===== config.mk =====
export PLATFORM = sky130hd
export DESIGN_NAME = dmem_access_unit
export DESIGN_NICKNAME = d
export VERILOG_FILES = /design/src/rtl/dmem_access_unit.sv
export SDC_FILE = /design/constraint.sdc
export NUM_CORES = 1
export LEC_CHECK = 0
export CORE_MARGIN = 3
export CORE_UTILIZATION = 50
export CTS_CLUSTER_SIZE = 12
export DETAILED_ROUTE_END_ITERATION = 6
export GPL_TIMING_DRIVEN = 0
export MAX_ROUTING_LAYER = met4
export PLACE_DENSITY = 0.83
export SETUP_SLACK_MARGIN = 0.2
export SKIP_LAST_GASP = 1
export SLEW_MARGIN = 20
export SYNTH_ARGS = -nofsm -noshare
export SYNTH_HDL_FRONTEND = slang
export SYNTH_SLANG_ARGS = --single-unit

===== constraint.sdc =====
create_clock -name clk -period 3.8 [get_ports clk]
set_input_delay 0.76 -clock clk [delete_from_list [all_inputs] [get_ports clk]]
set_output_delay 0.76 -clock clk [all_outputs]
set_load 0.01 [all_outputs]

===== src/rtl/dmem_access_unit.sv =====
// Memory-stage data-memory responder: turns a byte/half/word load or store into
// one or two word-aligned req/ack bus beats and returns the aligned, extended load result.
module dmem_access_unit #(
  parameter bit SPLIT_EN = 1'b1
) (
  input  logic        clk,
  input  logic        rst,
  input  logic        req_valid,
  input  logic        req_we,
  input  logic        req_sign,
  input  logic [1:0]  req_width,
  input  logic [31:0] req_addr,
  input  logic [31:0] req_wdata,
  output logic        stall,
  output logic        rvalid,
  output logic [31:0] rdata,
  output logic        misalign,
  output logic        mem_req,
  output logic        mem_we,
  output logic [31:0] mem_addr,
  output logic [3:0]  mem_be,
  output logic [31:0] mem_wdata,
  input  logic        mem_ack,
  input  logic [31:0] mem_rdata
);

  typedef enum logic [1:0] {IDLE, BEAT0, BEAT1, RESP} state_t;

  function automatic logic [2:0] width_bytes(input logic [1:0] w);
    case (w)
      2'b00:   return 3'd1;
      2'b01:   return 3'd2;
      default: return 3'd4;
    endcase
  endfunction

  function automatic logic [3:0] width_be(input logic [1:0] w);
    case (w)
      2'b00:   return 4'b0001;
      2'b01:   return 4'b0011;
      default: return 4'b1111;
    endcase
  endfunction

  function automatic logic [31:0] width_mask(input logic [1:0] w);
    case (w)
      2'b00:   return 32'h0000_00FF;
      2'b01:   return 32'h0000_FFFF;
      default: return 32'hFFFF_FFFF;
    endcase
  endfunction

  // An access crosses a word boundary when its last byte lands past lane 3.
  function automatic logic crosses(input logic [1:0] w, input logic [1:0] off);
    return ({1'b0, width_bytes(w)} + {2'b00, off}) > 4'd4;
  endfunction

  state_t      state_q, state_d;
  logic [31:0] addr_q, wdata_q, beat0_rdata_q;
  logic [1:0]  width_q;
  logic        we_q, sign_q, reject_q;

  logic [1:0]  off_q;
  logic [31:0] word_addr;
  logic        cross_q, req_reject, last_ack;
  logic [7:0]  be_span;
  logic [63:0] wdata_span, load_span;
  logic [31:0] load_word, load_ext;

  assign off_q      = addr_q[1:0];
  assign word_addr  = {addr_q[31:2], 2'b00};
  assign cross_q    = crosses(width_q, off_q);
  assign req_reject = !SPLIT_EN && crosses(req_width, req_addr[1:0]);

  // Both beats are slices of one 8-lane window shifted by the byte offset.
  assign be_span    = {4'b0000, width_be(width_q)} << off_q;
  assign wdata_span = {32'h0, wdata_q & width_mask(width_q)} << {off_q, 3'b000};

  assign load_span  = (state_q == BEAT1) ? {mem_rdata, beat0_rdata_q} : {32'h0, mem_rdata};
  assign load_word  = 32'(load_span >> {off_q, 3'b000});
  assign last_ack   = mem_ack && ((state_q == BEAT0 && !cross_q) || state_q == BEAT1);

  always_comb begin
    case (width_q)
      2'b00:   load_ext = sign_q ? {24'h0, load_word[7:0]}  : {{24{load_word[7]}}, load_word[7:0]};
      2'b01:   load_ext = sign_q ? {16'h0, load_word[15:0]} : {{16{load_word[15]}}, load_word[15:0]};
      default: load_ext = load_word;
    endcase
  end

  // NOTE: every output gets a default before the case so no path leaves one unassigned (no latches).
  always_comb begin
    state_d   = state_q;
    stall     = 1'b0;
    rvalid    = 1'b0;
    misalign  = 1'b0;
    mem_req   = 1'b0;
    mem_we    = 1'b0;
    mem_addr  = 32'h0;
    mem_be    = 4'b0000;
    mem_wdata = 32'h0;
    case (state_q)
      IDLE: begin
        if (req_valid) begin
          stall   = 1'b1;
          state_d = req_reject ? RESP : BEAT0;
        end
      end
      BEAT0: begin
        stall     = 1'b1;
        mem_req   = 1'b1;
        mem_we    = we_q;
        mem_addr  = word_addr;
        mem_be    = be_span[3:0];
        mem_wdata = wdata_span[31:0];
        if (mem_ack) state_d = cross_q ? BEAT1 : RESP;
      end
      BEAT1: begin
        stall     = 1'b1;
        mem_req   = 1'b1;
        mem_we    = we_q;
        mem_addr  = word_addr + 32'd4;
        mem_be    = be_span[7:4];
        mem_wdata = wdata_span[63:32];
        if (mem_ack) state_d = RESP;
      end
      default: begin
        // A rejected access produces no data, so it raises misalign instead of rvalid.
        rvalid   = !we_q && !reject_q;
        misalign = reject_q;
        state_d  = IDLE;
      end
    endcase
  end

  // NOTE: sequential state uses non-blocking assignments so every register samples pre-edge values.
  always_ff @(posedge clk) begin
    if (rst) begin
      state_q       <= IDLE;
      addr_q        <= 32'h0;
      wdata_q       <= 32'h0;
      width_q       <= 2'b00;
      we_q          <= 1'b0;
      sign_q        <= 1'b0;
      reject_q      <= 1'b0;
      beat0_rdata_q <= 32'h0;
      rdata         <= 32'h0;
    end else begin
      state_q <= state_d;
      if (state_q == IDLE && req_valid) begin
        addr_q   <= req_addr;
        wdata_q  <= req_wdata;
        width_q  <= req_width;
        we_q     <= req_we;
        sign_q   <= req_sign;
        reject_q <= req_reject;
      end
      if (state_q == BEAT0 && mem_ack) beat0_rdata_q <= mem_rdata;
      // The result is loaded on the final ack so it is already valid during the RESP cycle.
      if (last_ack && !we_q) rdata <= load_ext;
    end
  end

endmodule


==> results of run 1 <==
timing repair:
action | in CTS | in global routing
buffers inserted | 8 | 3
pin swaps | 4 | 2
gates cloned | 0 | 1
setup endpoints to repair | 98 | 92
gates resized for setup | 74 | 89
worst max path at each step:
stage / cells past startpoint / start / to / slack [ns]
global route: 11 / state_q[0] / mem_addr[10] / 0.18
floorplan: 12 / width_q[1] / rdata[16] / 0.61
detailed placement: 12 / width_q[1] / rdata[29] / -0.35
CTS: 6 / addr_q[1] / mem_wdata[14] / 0.20
global placement: 10 / state_q[0] / mem_wdata[23] / -0.25
finish: 6 / addr_q[1] / mem_wdata[31] / 0.24
logic make-up (layout without fill, tap and decap cells):
family	count (synthesis)	count (layout)	synth area share
multiplexers	60	60	0.08742
XOR/XNOR	7	7	0.007528
AND/OR/NAND/NOR	472	472	0.2497
other	1	3	0.0004605
AO/OA/AOI/OAI	328	329	0.2543
buffers and inverters	113	360	0.05807
flip-flops	134	134	0.3294
adder cells (fa/ha/maj)	8	8	0.01321
metal layers:
layer	up-vias	part of all wire	track usage
met5	-	0	-
met4	0	0.031	0.1240
met3	95	0.099	0.06118
met2	622	0.45	0.5734
met1	4428	0.42	0.4845
li1	4428	-	-
worst max-delay path: stages (launching register included):
cell             delay (ns)
dfxtp_2                0.45
clkbuf_4               0.29
clkbuf_2               0.31
buf_2                  0.34
a21oi_1                0.09
a211oi_2               0.29
clkdlybuf4s50_1        0.59
through the flow:
stage                     TNS [ns]  instances
after floorplan                  0       1125
after global placement      -6.775       1545
after detailed placement    -11.19       1545
after CTS                        0       1585
after global routing             0       1589
final                            0       1589
power by group through the flow:
stage               registers (mW)  logic [mW]  clock network, mW
detailed placement            2.03        3.08                  0
global route                  2.06        3.58               1.69
CTS                           2.01        3.20               1.63
global placement              2.02        3.05                  0
floorplan                     2.00        1.86                  0
finish                        2.03        3.36               1.64
cell usage in the layout, fill, tap and decap left out, drive strengths merged, types with 9 or more instances in the layout:
master	instances
nand2	280
clkdlybuf4s50	172
dfxtp	134
a21oi	130
clkbuf	89
nor2	86
o21ai	64
mux2i	43
buf	39
a211oi	32
dlymetal6s2s	28
nor2b	27
a22oi	24
a31oi	24
inv	22
nand3	21
nand4	19
a311oi	17
and3	14
and2	11
mux2	9
o2bb2ai	9
sequential cells by signal (all words and copies together), names as in the netlist:
register       cells
addr_q            32
beat0_rdata_q     32
rdata             32
wdata_q           32
state_q            2
width_q            2
sign_q             1
we_q               1
layout make-up:
class                           count  area (µm²)
Multi-Input combinational cell    879        5177
Fill cell                        1327        4390
Inverter                           13       56.30
Buffer                            100       541.8
Clock inverter                     15       146.4
Clock buffer                       17       425.4
Tap cell                          216       270.3
Timing Repair Buffer              215        2190
Sequential cell                   134        2688
==> run_results.csv, run 1 <==
group,metric,value,unit
timing,minimum_clock_period_after_layout,3.562,ns
clocking,ctsHoldBuffers,0,
critical_path,setup.worst_path.start_class,"flip-flop",
placement,placed_cell_area,10460,µm²
worst_hold_path,hold_removal_path_class,"flip-flop to flip-flop",
synth,yosys_register_bits,134,
timing,timing.final.setup_violations,0,
final_layout,antennaDiodeCount,0,
drt,detail-route-antenna-nets,0,
synth,post_synthesis_instance_total,1123,
outcome,violations,"design-rule violations",
drt,finalWirelength,33080,µm
power_and_ir_drop,power-per-cell-area,611.1,nW/µm²
global_routing,groute.usage.overall,0.3664,
power_and_ir_drop,clock_power_share,0.233,
floorplanning,coreArea,15890,µm²
final_layout,finalCoreUtilization,0.7236,
drt,drt_first_pass_iters,7,
clocking,cts_num_sinks,134,
timing,final.period_utilization,0.9373,
timing,slew_headroom,0.5433,
final_layout,final_layout_size_suffix_gt1_frac,0.1187,
placement,io_buffers,204,
power_and_ir_drop,ir_worst_vdd,0.0004564,V
global_routing,first_global_vias,8803,
floorplanning,die_area,17860,µm²
clocking,cts_max_path_buffers,2,
clocking,cts_buffers,17,
timing,final-hold-violation-count,0,
global_routing,grt_overflow,0,
worst_hold_path,whs_path_depth,2,
timing,unrepaired_setup_endpoints_after_global_routing,"yes",
clocking,clock_tree.htree_level_count,4,
synth,netlist_top_cells_area,"dfxtp_1, nand2_1, a21oi_1",
clocking,clock_insertion_delay_worst_skew,0.44,ns
power_and_ir_drop,leakagePower,4.454,nW
power_and_ir_drop,p_int,3.928,mW
final_layout,final_nets,1472,
synth,synth_area_per_cell,7.252,µm²
critical_path,required_worst_endpoint,3.04,ns
critical_path,worst_setup_path_end_kind,"primary output",
floorplanning,fp.dieH,133.6,µm
synth,most_used_standard_cell_by_instance_count_after_synthesis,"nand2_1",
drt,post_drt_via_cell_ratio,6.025,
timing,layout_setup_ws,0.2384,ns
drt,initialDrtViolationCount,1122,
critical_path,worst-path-max-fanout,10,
synth,postSynth.asyncResetShare,0,
timing,fin_hold_ws,0.4540,ns
synth,synthDominantCellAreaShare,0.3294,
clocking,clkTransAtPathRegs,0.06,ns
placement,detailedPlace.worstSlack,-0.3534,ns
critical_path,startpoint_of_the_worst_register_to_register_path,"width_q[0]",
timing,achievable-frequency,280.8,MHz
drt,remaining_drc_errors,2,
floorplanning,dieWidth,133.6,µm
synth,yosys_warnings,0,
floorplanning,initial_core_util,0.5127,
power_and_ir_drop,switching_power_of_the_nets,3.096,mW
final_layout,fin_area,11490,µm²
critical_path,ff2ff_path_depth,11,
placement,dp_hpwl,24610,µm
synth,synth_top_cells_by_count,"nand2_1, dfxtp_1, a21oi_1, nor2_1, clkbuf_1",
synth,synthDominantAreaCellType,"dfxtp_1",
synth,synth_enable_flop_cells,0,
critical_path,rrSetupSlack,0.45,ns
flow_run,max_capacitance_violation_count,0,
drt,wl_per_cell,20.82,µm
placement,last_weighted_congestion_value_of_the_routability_driven_placer,1.022,
outcome,status,"complete, but fails checks",
clocking,cts_root_buffer,"clkbuf_16",
critical_path,path_class,"flip-flop to primary output",
critical_path,timing.critical_path.arrival,2.80,ns
power_and_ir_drop,switching_power_as_a_share_of_total_power,0.4408,
drt,vias,9573,
timing,finalMaxSlewViolations,0,
synth,yosys.cell_types.count,57,
floorplanning,ios,209,
power_and_ir_drop,sequentialPowerShare,0.289,
global_routing,antenna_found_initial,0,
global_routing,grt_max_degree,17,
worst_hold_path,min-delay-start,"beat0_rdata_q[20]",
synth,mappedNetlistArea,8144,µm²
timing,worstMarginPinSlew,0.6825,ns
clocking,tritoncts,"done",
final_layout,syn_to_final_growth,41.14,%
power_and_ir_drop,totalPowerFinal,7.024,mW
global_routing,grt_pass1_wl,49980,µm
worst_hold_path,terminating_pin_of_the_worst_hold_path,"beat0_rdata_q[20]",
floorplanning,placementRows,46,
synth,synthFlopType,"dfxtp_1",
power_and_ir_drop,comb_power_share,0.478,
critical_path,r2r_end,"rdata[28]",
synth,synth_seq_area_share,0.3294,
timing,fin_skew,0.01154,ns
(Power assumes the default switching activity.)
==> run 2, diff against run 1 <==
--- a/config.mk
+++ b/config.mk
@@ -9,6 +9,7 @@
 export CORE_UTILIZATION = 50
 export CTS_CLUSTER_SIZE = 12
 export DETAILED_ROUTE_END_ITERATION = 6
+export GPL_ROUTABILITY_DRIVEN = 0
 export GPL_TIMING_DRIVEN = 0
 export MAX_ROUTING_LAYER = met4
 export PLACE_DENSITY = 0.83
==> run_results.csv, run 2 (synthesis results as in run 1) <==
group,metric,value,unit
timing,minimum_clock_period_after_layout,3.641,ns
timing,timing.final.setup_violations,0,
floorplanning,dieWidth,133.6,µm
final_layout,instances_no_fill,1585,
clocking,cts_max_path_buffers,2,
drt,remaining_drc_errors,0,
final_layout,final_cell_mix,"nand2_1, clkdlybuf4s50_1, dfxtp_1, a21oi_1, nor2_1",
critical_path,path_class,"flip-flop to primary output",
global_routing,antenna_found_initial,1,
timing,unrepaired_setup_endpoints_after_global_routing,"yes",
clocking,tritoncts,"done",
floorplanning,coreArea,15890,µm²
timing,finalMaxSlewViolations,0,
timing,fin_skew,0.009164,ns
worst_hold_path,hold_removal_path_class,"flip-flop to flip-flop",
final_layout,final_layout_size_suffix_gt1_frac,0.1031,
power_and_ir_drop,leakagePower,4.124,nW
final_layout,final_nets,1467,
critical_path,required_worst_endpoint,3.04,ns
drt,detail-route-antenna-nets,0,
critical_path,worst-path-max-fanout,10,
floorplanning,initial_core_util,0.5127,
clocking,clkTransAtPathRegs,0.06,ns
floorplanning,fp.dieH,133.6,µm
global_routing,grt_overflow,0,
power_and_ir_drop,ir_worst_vdd,0.0004196,V
final_layout,most_frequent_standard_cell_in_the_layout_excluding_fill_and_tap_cells,"nand2_1",
power_and_ir_drop,totalPowerFinal,6.823,mW
clocking,ctsHoldBuffers,0,
global_routing,grt_max_degree,17,
drt,post_drt_via_cell_ratio,6.065,
global_routing,first_global_vias,8651,
floorplanning,placementRows,46,
clocking,clock_insertion_delay_worst_skew,0.43,ns
critical_path,worst_setup_path_end_kind,"primary output",
floorplanning,ios,209,
critical_path,timing.critical_path.arrival,2.88,ns
drt,wl_per_cell,19.14,µm
drt,drt_first_pass_iters,7,
critical_path,setup.worst_path.start_class,"flip-flop",
drt,vias,9613,
clocking,clock_tree.htree_level_count,4,
clocking,cts_buffers,17,
global_routing,grt_pass1_wl,46800,µm
final_layout,syn_to_final_growth,39.21,%
global_routing,groute.usage.overall,0.3356,
drt,finalWirelength,30340,µm
timing,slew_headroom,0.5594,
power_and_ir_drop,power-per-cell-area,601.9,nW/µm²
clocking,cts_root_buffer,"clkbuf_16",
timing,worstMarginPinSlew,0.6609,ns
timing,achievable-frequency,274.7,MHz
floorplanning,die_area,17860,µm²
placement,dp_hpwl,22610,µm
clocking,cts_num_sinks,134,
timing,final.period_utilization,0.9582,
timing,final-hold-violation-count,0,
drt,initialDrtViolationCount,1509,
placement,io_buffers,204,
flow_run,max_capacitance_violation_count,0,
outcome,status,"completed",
placement,numPlacedInstances,1545,
-- run 2: final cells by class --
class                           count  area, µm²
Antenna cell                        1      2.502
Buffer                            100      530.5
Clock buffer                       21      460.4
Clock inverter                     11      91.34
Fill cell                        1279       4548
Inverter                           13      48.80
Multi-Input combinational cell    878       5126
Sequential cell                   134       2685
Tap cell                          216      270.3
Timing Repair Buffer              211       2122
-- run 2: worst paths after layout --
| path | startpoint | to | slack, ns | cells past startpoint |
|---|---|---|---|---|
| worst max-delay path | state_q[0] | mem_wdata[15] | 0.16 | 10 |
| worst min-delay path | beat0_rdata_q[24] | beat0_rdata_q[24] | 0.45 | 2 |
| worst max register to register | width_q[1] | rdata[7] | 0.37 | 13 |
| worst min register to register | beat0_rdata_q[24] | beat0_rdata_q[24] | 0.45 | 2 |
-- run 2: power by group --
part           internal (mW)  total [mW]  leakage (nW)  switching [mW]
clock network          0.880        1.55         0.263           0.674
logic                   1.31        3.24          2.76            1.93
registers               1.73        2.03          1.10           0.304
total                   3.92        6.82          4.12            2.91
-- run 2: worst max-delay path: stages (launching register included) --
cell and delay, ns:
dfxtp_1 0.34, inv_1 0.10, ha_1 0.15, buf_4 0.15, buf_8 0.16, clkbuf_8 0.20
buf_2 0.27, nand2_1 0.12, o22ai_1 0.26, and2_1 0.16, clkdlybuf4s50_1 0.53
-- run 2: what timing repair did --
item / in CTS / in global routing
buffers inserted: 4 / 3
setup endpoints to repair: 98 / 90
resized for setup: 65 / 63
pin swaps: 4 / 3
-- run 2: layer usage --
layer | up-vias | part of all wire | global-route usage
met2 | 678 | 0.45 | 0.5336
met5 | - | 0 | -
met3 | 122 | 0.12 | 0.06118
met4 | 0 | 0.037 | 0.1120
li1 | 4409 | - | -
met1 | 4404 | 0.39 | 0.4340
-- run 2: stage by stage --
stage	setup slack, ns	cell area, µm²	utilization	TNS, ns	hold slack, ns
2_1_floorplan	0.6123	8152	-	0	0.4360
3_3_place_gp	-0.1914	10460	0.6587	-4.845	0.4412
3_5_place_dp	-0.2467	10460	0.6587	-5.548	0.4477
4_1_cts	0.1358	11200	0.7053	0	0.4552
5_1_grt	0.1325	11340	0.7137	0	0.4678
6_report	0.1590	11340	0.7137	0	0.4524
